**src/rtl/spike_aer_pkg.sv**
```systemverilog
// Shared definitions for the spike address-event encoder.
//   EVENT_W            : event word width (8 bits)
//   ADDR_LSB/TS_LSB/DROP_BIT : field positions inside the event word
//   event_word_t       : packed {drop, timestamp, address} layout
//   lowest_set_idx()   : priority encoder; index of the lowest set bit
package spike_aer_pkg;

    localparam int EVENT_W  = 8;
    localparam int ADDR_LSB = 0;
    localparam int TS_LSB   = 2;
    localparam int DROP_BIT = 7;
    localparam int ADDR_W   = TS_LSB - ADDR_LSB;
    localparam int TS_W     = DROP_BIT - TS_LSB;

    typedef struct packed {
        logic              drop;
        logic [TS_W-1:0]   ts;
        logic [ADDR_W-1:0] addr;
    } event_word_t;

    // Scan from the top down so the lowest set bit is the last one written.
    function automatic logic [ADDR_W-1:0] lowest_set_idx(input logic [3:0] v);
        logic [ADDR_W-1:0] idx;
        idx = 2'd0;
        for (int i = 3; i >= 0; i--) begin
            if (v[i]) begin
                idx = 2'(i);
            end else begin
                idx = idx;
            end
        end
        return idx;
    endfunction

endpackage

```
**src/rtl/spike_aer_encoder_if.sv**
```systemverilog
// Valid/ready event stream from the encoder to its consumer.
//   out_data  : event word {drop, timestamp, address}
//   out_valid : out_data holds a valid event
//   out_ready : consumer accepts the event
// master = encoder side, slave = consumer side.
interface spike_aer_encoder_if;
    import spike_aer_pkg::*;

    logic [EVENT_W-1:0] out_data;
    logic               out_valid;
    logic               out_ready;

    modport master (output out_data, output out_valid, input out_ready);
    modport slave  (input out_data, input out_valid, output out_ready);

endinterface

```
**src/rtl/spike_event_fifo.sv**
```systemverilog
// Synchronous show-ahead FIFO for event words.
//   clk, rst_n        : clock, asynchronous active-low reset
//   push, push_data   : write request (ignored while full)
//   pop               : remove head (ignored while empty)
//   head_data         : current head word, zero while empty
//   empty, full       : occupancy flags
module spike_event_fifo #(
    parameter int DEPTH = 8,
    parameter int W     = 8
) (
    input  logic         clk,
    input  logic         rst_n,
    input  logic         push,
    input  logic [W-1:0] push_data,
    input  logic         pop,
    output logic [W-1:0] head_data,
    output logic         empty,
    output logic         full
);

    localparam int PW = (DEPTH > 1) ? $clog2(DEPTH) : 1;
    localparam int CW = PW + 1;
    localparam logic [CW-1:0] DEPTH_C = CW'(DEPTH);

    logic [W-1:0]  mem [DEPTH];
    logic [PW-1:0] wr_ptr_q, wr_ptr_d;
    logic [PW-1:0] rd_ptr_q, rd_ptr_d;
    logic [CW-1:0] count_q, count_d;
    logic          push_en_s;
    logic          pop_en_s;

    // Flags, head presentation and pointer/occupancy next state.
    always_comb begin
        empty     = (count_q == {CW{1'b0}});
        full      = (count_q == DEPTH_C);
        push_en_s = push && !full;
        pop_en_s  = pop && !empty;
        // Zero head while empty keeps out_data at 0 in and right after reset.
        if (empty) begin
            head_data = {W{1'b0}};
        end else begin
            head_data = mem[rd_ptr_q];
        end
        if (push_en_s) begin
            wr_ptr_d = wr_ptr_q + PW'(1);
        end else begin
            wr_ptr_d = wr_ptr_q;
        end
        if (pop_en_s) begin
            rd_ptr_d = rd_ptr_q + PW'(1);
        end else begin
            rd_ptr_d = rd_ptr_q;
        end
        case ({push_en_s, pop_en_s})
            2'b10:   count_d = count_q + CW'(1);
            2'b01:   count_d = count_q - CW'(1);
            default: count_d = count_q;
        endcase
    end

    // Storage array; contents are don't-care until written.
    always_ff @(posedge clk) begin
        if (push_en_s) begin
            mem[wr_ptr_q] <= push_data;
        end
    end

    // Pointer and occupancy registers.
    always_ff @(posedge clk or negedge rst_n) begin
        if (!rst_n) begin
            wr_ptr_q <= {PW{1'b0}};
            rd_ptr_q <= {PW{1'b0}};
            count_q  <= {CW{1'b0}};
        end else begin
            wr_ptr_q <= wr_ptr_d;
            rd_ptr_q <= rd_ptr_d;
            count_q  <= count_d;
        end
    end

endmodule

```
**src/rtl/spike_aer_encoder.sv**
```systemverilog
// Spike-vector to address-event-representation encoder.
//   clk, rst_n  : clock, asynchronous active-low reset
//   enable      : low = spike_in ignored and timestamp held
//   spike_in    : per-neuron spike pulses (bit i = neuron i)
//   aer         : out_data/out_valid/out_ready event stream (master)
//   drop_count  : saturating count of lost spikes
//   fifo_full   : event FIFO completely occupied
// Build option: SPIKE_AER_TIMESTAMP_EN adds the timestamp counter; without
// it the timestamp field of every word is 0.
module spike_aer_encoder
    import spike_aer_pkg::*;
#(
    parameter int NUM_NEURONS = 3,
    parameter int FIFO_DEPTH  = 8,
    parameter int TS_WIDTH    = 5
) (
    input  logic                   clk,
    input  logic                   rst_n,
    input  logic                   enable,
    input  logic [NUM_NEURONS-1:0] spike_in,
    spike_aer_encoder_if.master    aer,
    output logic [7:0]             drop_count,
    output logic                   fifo_full
);

    logic [NUM_NEURONS-1:0] pending_q, pending_d;
    logic [NUM_NEURONS-1:0] spike_s, cand_s, lost_s;
    logic [3:0]             cand_ext_s;
    logic [3:0]             lost_cnt_s;
    logic [8:0]             drop_sum_s;
    logic [7:0]             drop_count_q, drop_count_d;
    logic                   drop_flag_q, drop_flag_d;
    logic                   push_s, pop_s, empty_s, full_s;
    logic [ADDR_W-1:0]      push_idx_s;
    logic [TS_WIDTH-1:0]    ts_s;
    event_word_t            word_s;
    logic [EVENT_W-1:0]     head_s;

`ifdef SPIKE_AER_TIMESTAMP_EN
    logic [TS_WIDTH-1:0] ts_cnt_q, ts_cnt_d;

    // Free-running timestamp, frozen while disabled; wraps naturally.
    always_comb begin
        if (enable) begin
            ts_cnt_d = ts_cnt_q + TS_WIDTH'(1);
        end else begin
            ts_cnt_d = ts_cnt_q;
        end
        ts_s = ts_cnt_q;
    end

    // Timestamp register.
    always_ff @(posedge clk or negedge rst_n) begin
        if (!rst_n) begin
            ts_cnt_q <= {TS_WIDTH{1'b0}};
        end else begin
            ts_cnt_q <= ts_cnt_d;
        end
    end
`else
    assign ts_s = {TS_WIDTH{1'b0}};
`endif

    // Capture, arbitration and drop accounting.
    always_comb begin
        spike_s = spike_in & {NUM_NEURONS{enable}};
        cand_s  = pending_q | spike_s;
        // A repeat spike on a neuron whose event is still waiting is lost.
        lost_s  = pending_q & spike_s;

        cand_ext_s = 4'b0000;
        for (int i = 0; i < NUM_NEURONS; i++) begin
            cand_ext_s[i] = cand_s[i];
        end
        push_idx_s = lowest_set_idx(cand_ext_s);
        // Full blocks the push even when a pop frees a slot this cycle.
        push_s     = !full_s && (cand_s != {NUM_NEURONS{1'b0}});

        for (int i = 0; i < NUM_NEURONS; i++) begin
            if (push_s && (i == int'(push_idx_s))) begin
                pending_d[i] = 1'b0;
            end else begin
                pending_d[i] = cand_s[i];
            end
        end

        lost_cnt_s = 4'd0;
        for (int i = 0; i < NUM_NEURONS; i++) begin
            if (lost_s[i]) begin
                lost_cnt_s = lost_cnt_s + 4'd1;
            end else begin
                lost_cnt_s = lost_cnt_s;
            end
        end
        drop_sum_s = {1'b0, drop_count_q} + {5'b00000, lost_cnt_s};
        if (drop_sum_s[8]) begin
            drop_count_d = 8'hFF;
        end else begin
            drop_count_d = drop_sum_s[7:0];
        end

        // A loss in the same cycle as a push is reported by that word.
        word_s.drop = drop_flag_q | (lost_s != {NUM_NEURONS{1'b0}});
        word_s.ts   = ts_s;
        word_s.addr = push_idx_s;
        if (push_s) begin
            drop_flag_d = 1'b0;
        end else begin
            drop_flag_d = word_s.drop;
        end

        pop_s = !empty_s && aer.out_ready;
    end

    // Pending spikes, drop flag and drop counter.
    always_ff @(posedge clk or negedge rst_n) begin
        if (!rst_n) begin
            pending_q    <= {NUM_NEURONS{1'b0}};
            drop_flag_q  <= 1'b0;
            drop_count_q <= 8'h00;
        end else begin
            pending_q    <= pending_d;
            drop_flag_q  <= drop_flag_d;
            drop_count_q <= drop_count_d;
        end
    end

    spike_event_fifo #(
        .DEPTH (FIFO_DEPTH),
        .W     (EVENT_W)
    ) u_fifo (
        .clk       (clk),
        .rst_n     (rst_n),
        .push      (push_s),
        .push_data (word_s),
        .pop       (pop_s),
        .head_data (head_s),
        .empty     (empty_s),
        .full      (full_s)
    );

    assign aer.out_data  = head_s;
    assign aer.out_valid = !empty_s;
    assign drop_count    = drop_count_q;
    assign fifo_full     = full_s;

endmodule
```
**src/flat_wrapper.sv**
```systemverilog
// flat-port wrapper written by rule: the top's interface ports become plain ports
module spike_aer_encoder_flat import spike_aer_pkg::*;
#(
    parameter int NUM_NEURONS = 3,
    parameter int FIFO_DEPTH  = 8,
    parameter int TS_WIDTH    = 5
)
  (clk, rst_n, enable, spike_in, drop_count, fifo_full, aer_out_data, aer_out_valid, aer_out_ready);
  spike_aer_encoder_if aer_i ();
  input  logic clk;
  input  logic rst_n;
  input  logic enable;
  input  logic [NUM_NEURONS-1:0] spike_in;
  output logic [7:0] drop_count;
  output logic fifo_full;
  output wire logic [$bits(aer_i.out_data)-1:0] aer_out_data;
  output wire logic [$bits(aer_i.out_valid)-1:0] aer_out_valid;
  input wire logic [$bits(aer_i.out_ready)-1:0] aer_out_ready;
  assign aer_out_data = aer_i.out_data;
  assign aer_out_valid = aer_i.out_valid;
  assign aer_i.out_ready = aer_out_ready;
  spike_aer_encoder #(.NUM_NEURONS(NUM_NEURONS), .FIFO_DEPTH(FIFO_DEPTH), .TS_WIDTH(TS_WIDTH)) u_core (.clk(clk), .rst_n(rst_n), .enable(enable), .spike_in(spike_in), .aer(aer_i), .drop_count(drop_count), .fifo_full(fifo_full));
endmodule
```
**config.mk**
```make
export PLATFORM = sky130hd
export DESIGN_NAME = spike_aer_encoder_flat
export DESIGN_NICKNAME = d
export VERILOG_FILES = /design/src/rtl/spike_aer_pkg.sv /design/src/rtl/spike_aer_encoder_if.sv /design/src/rtl/spike_event_fifo.sv /design/src/rtl/spike_aer_encoder.sv /design/src/flat_wrapper.sv
export SDC_FILE = /design/constraint.sdc
export NUM_CORES = 1
export LEC_CHECK = 0
export ABC_CLOCK_PERIOD_IN_PS = 2400
export BUFFER_PORTS_ARGS = -buffer_cell sky130_fd_sc_hd__buf_4
export CAP_MARGIN = 10
export CORE_MARGIN = 4
export CORE_UTILIZATION = 55
export CTS_CLUSTER_SIZE = 40
export DETAILED_ROUTE_END_ITERATION = 10
export PLACE_DENSITY_LB_ADDON = 0.05
export SLEW_MARGIN = 15
export SYNTH_ARGS = -nofsm -noshare
export SYNTH_HDL_FRONTEND = slang
export SYNTH_HIERARCHICAL = 1
export SYNTH_SLANG_ARGS = --single-unit
```
**constraint.sdc**
```tcl
create_clock -name clk -period 2.4 [get_ports clk]
set_input_delay 0.6 -clock clk [delete_from_list [all_inputs] [get_ports clk]]
set_output_delay 0.6 -clock clk [all_outputs]
set_load 0.01 [all_outputs]
```
==> impl_metrics.py <==
metrics = {
    "timing": {
        "whs_ps": 130.1,
        "slew_headroom_pct": 64.89,
        "fin_crit_ps": 2455,
        "skew_ps": 10.65,
        "tightest_slew_ps": 526.6,
        "clock.fmax_ghz": 0.4074,
        "slew_viol_final": 0,
        "setup_viol": 3,
        "setup_ws_ps": -54.86,
        "rsz0062_at_grt": "true",
        "fin_crit_sh_pct": 102.3,
        "finalHoldViolCount": 0,
    },
    "yosys": {
        "synth_common_cells": "64 x edfxtp_1, 22 x dfrtp_1, 20 x nor2_1",
        "yosys_warnings": 6,
        "synth_top_area_share_pct": 50.66,
        "ys.flop_type": "edfxtp_1",
        "yosys.area.top_type": "edfxtp_1",
        "synthCells": 244,
        "synthArstFlopShare_pct": 25.58,
        "syn_area_per_cell_um2": 15.55,
        "synth_seq_cells": 86,
        "ys_types": 43,
        "synth_area_um2": 3794,
        "synth.most_common_cell": "edfxtp_1",
        "synth-edff-count": 64,
        "synth.top_cells.by_area": "edfxtp_1 51%, dfrtp_1 15%, mux4_2 9.5%",
        "seq_area_frac_synth_pct": 65.17,
    },
    "finish": {
        "n_antenna_cell": 0,
        "drive_gt1_share_pct": 33.24,
        "fin_nets": 363,
        "area_growth_pct": 24.08,
        "layoutNonFillerInstCount": 429,
    },
    "clock_tree": {
        "clk_pin_slew_ps": 90,
        "ctsHoldBuffers": 0,
        "clk_latency_ps": 350,
        "cts_sinks": 86,
        "clock-root-buffer": "clkbuf_8",
        "clockBufferDepth": 2,
        "cts_made_buffers": 9,
        "h-tree-depth": 3,
        "cts_tree": "yes",
    },
    "worst_setup_path": {
        "worstSetupEndpointType": "output port",
        "worstPathArrival_ps": 1850,
        "path_max_fanout": 8,
        "r2r-start": "u_core/u_fifo/count_q[2]$_DFFE_PN0P_",
        "startpoint": "u_core/u_fifo/rd_ptr_q[0]$_DFFE_PN0P_",
        "cp.required_ps": 1800,
        "cp-start-kind": "flip-flop",
        "criticalPathCategory": "flip-flop to output port",
    },
    "placed_design": {
        "dp_cells": 411,
        "port_buffers": 24,
        "gp_congestion": 0.8005,
        "hpwl_um": 4679,
    },
    "die": {
        "dieArea_um2": 8290,
        "die_h_um": 91.05,
        "core_um2": 6756,
        "rows": 30,
        "die_w_um": 91.05,
        "start_util_pct": 56.15,
        "pin_count": 25,
    },
    "job": {
        "cap_violations": 0,
    },
    "power_and_ir_drop": {
        "p_leak_uw": 0.001901,
        "power_uw": 5305,
        "power.density_nw_per_um2": 1127,
        "ir_drop_mv": 0.5258,
    },
    "route": {
        "drcViolationCount": 0,
        "viasPerCell": 5.091,
        "drtAntennaViolNets": 0,
        "totalWireLength_um": 6581,
        "first_pass_iters": 4,
        "vias": 2184,
        "drt_iter0_drc": 111,
        "wire_per_inst_um": 15.34,
    },
    "global_routing": {
        "grt_overflow": 0,
        "grt_start_max_net_pins": 23,
        "grt_usage_pct": 17.36,
        "grt_pass1_vias": 2236,
        "antenna_found_initial": 0,
        "grt_first_pass_wirelength_um": 10880,
    },
    "status": {
        "status": "finished with violations",
        "violations": "negative setup slack",
    },
    "hold_path": {
        "hold_path_class": "input port to async pin",
    },
}
## final cells by class
type / instances / area, µm²
tap: 80 / 100.1
timing repair buffer: 58 / 460.4
sequential: 86 / 2475
clock buffer: 9 / 123.9
clock inverter: 7 / 47.55
inverter: 6 / 22.52
multi-input combinational: 183 / 1478
fill: 469 / 2049
## power by group
part	internal, µW	leakage (µW)	switching (µW)
registers	2000	0.000862	233
logic	1160	0.000951	1030
clock network	377	0.0000874	503
## path summary, 6_finish.rpt
| kind | to | slack, ps | depth (start not counted) |
|---|---|---|---|
| setup / recovery | aer_out_data[0] | -50 | 5 |
| hold / removal | u_core/drop_count[4]$_DFF_PN0_ | 130 | 1 |
| setup reg to reg | u_core/u_fifo/count_q[2]$_DFFE_PN0P_ | 140 | 11 |
| hold reg to reg | u_core/u_fifo/wr_ptr_q[0]$_DFFE_PN0P_ | 540 | 2 |
| max in group asynchronous | u_core/u_fifo/rd_ptr_q[0]$_DFFE_PN0P_ | 2020 | 1 |
| min in group clk | u_core/u_fifo/wr_ptr_q[0]$_DFFE_PN0P_ | 540 | 2 |
## layer usage
metal  track usage, %  wire length, µm  share of wire (%)
met2            29.06             3381                 51
met3            4.060              213                3.2
met4            7.286               92                1.4
met5                0                0                  0
met1            21.74             2894                 44
## critical path, cell delays in order (launching register included)
cell	delay, ps
dfrtp_2	430
buf_12	160
mux4_2	520
mux2i_2	190
nor2_1	70
buf_4	140
## cells in the final DEF, fill, tap and decap left out, types with 4 or more instances in the layout
cell and n:
mux4_2 16, mux2i_1 7, conb_1 40, inv_1 5, nand2b_1 6, xor2_1 5, a21oi_1 11, buf_4 56
xnor2_1 5, ha_1 8, nor2_1 20, dfrtp_1 20, edfxtp_1 64, clkbuf_8 9, nand2_1 17, nor2b_1 4
## cell families after synthesis
group           Yosys count  synth area share, %
compound gates           29                4.651
xor+xnor                 10                2.309
fa+ha+maj                12                4.156
buf+inv                  14                1.879
flops                    86                65.17
mux                      28                12.90
other cells               1              0.09885
simple gates             64                8.839
## registers in the layout, indices dropped and copies added (netlist names)
register,count
u_core/pending_q,3
u_core/drop_count,8
u_core/u_fifo/mem,64
u_core/drop_flag_q,1
u_core/u_fifo/count_q,4
u_core/u_fifo/rd_ptr_q,3
u_core/u_fifo/wr_ptr_q,3
## repair_timing
item / 4_1_cts / 5_1_grt
cloned: 1 / 0
endpoints found under the setup margin: 8 / 10
gates resized for setup: 2 / 4
setup buffers: 2 / 0
## through the flow
| step | util, % | TNS, ps | setup slack, ps | cell area [µm²] |
|---|---|---|---|---|
| floorplan | - | -39.55 | -24.06 | 4029 |
| global placement | 66.50 | -271.9 | -98.87 | 4493 |
| detailed placement | 66.50 | -538.0 | -136.5 | 4493 |
| CTS | 69.87 | -578.2 | -94.62 | 4721 |
| global route | 69.67 | -665.8 | -167.5 | 4707 |
| finish | 69.67 | -65.58 | -54.86 | 4707 |
(Power assumes the default switching activity.)
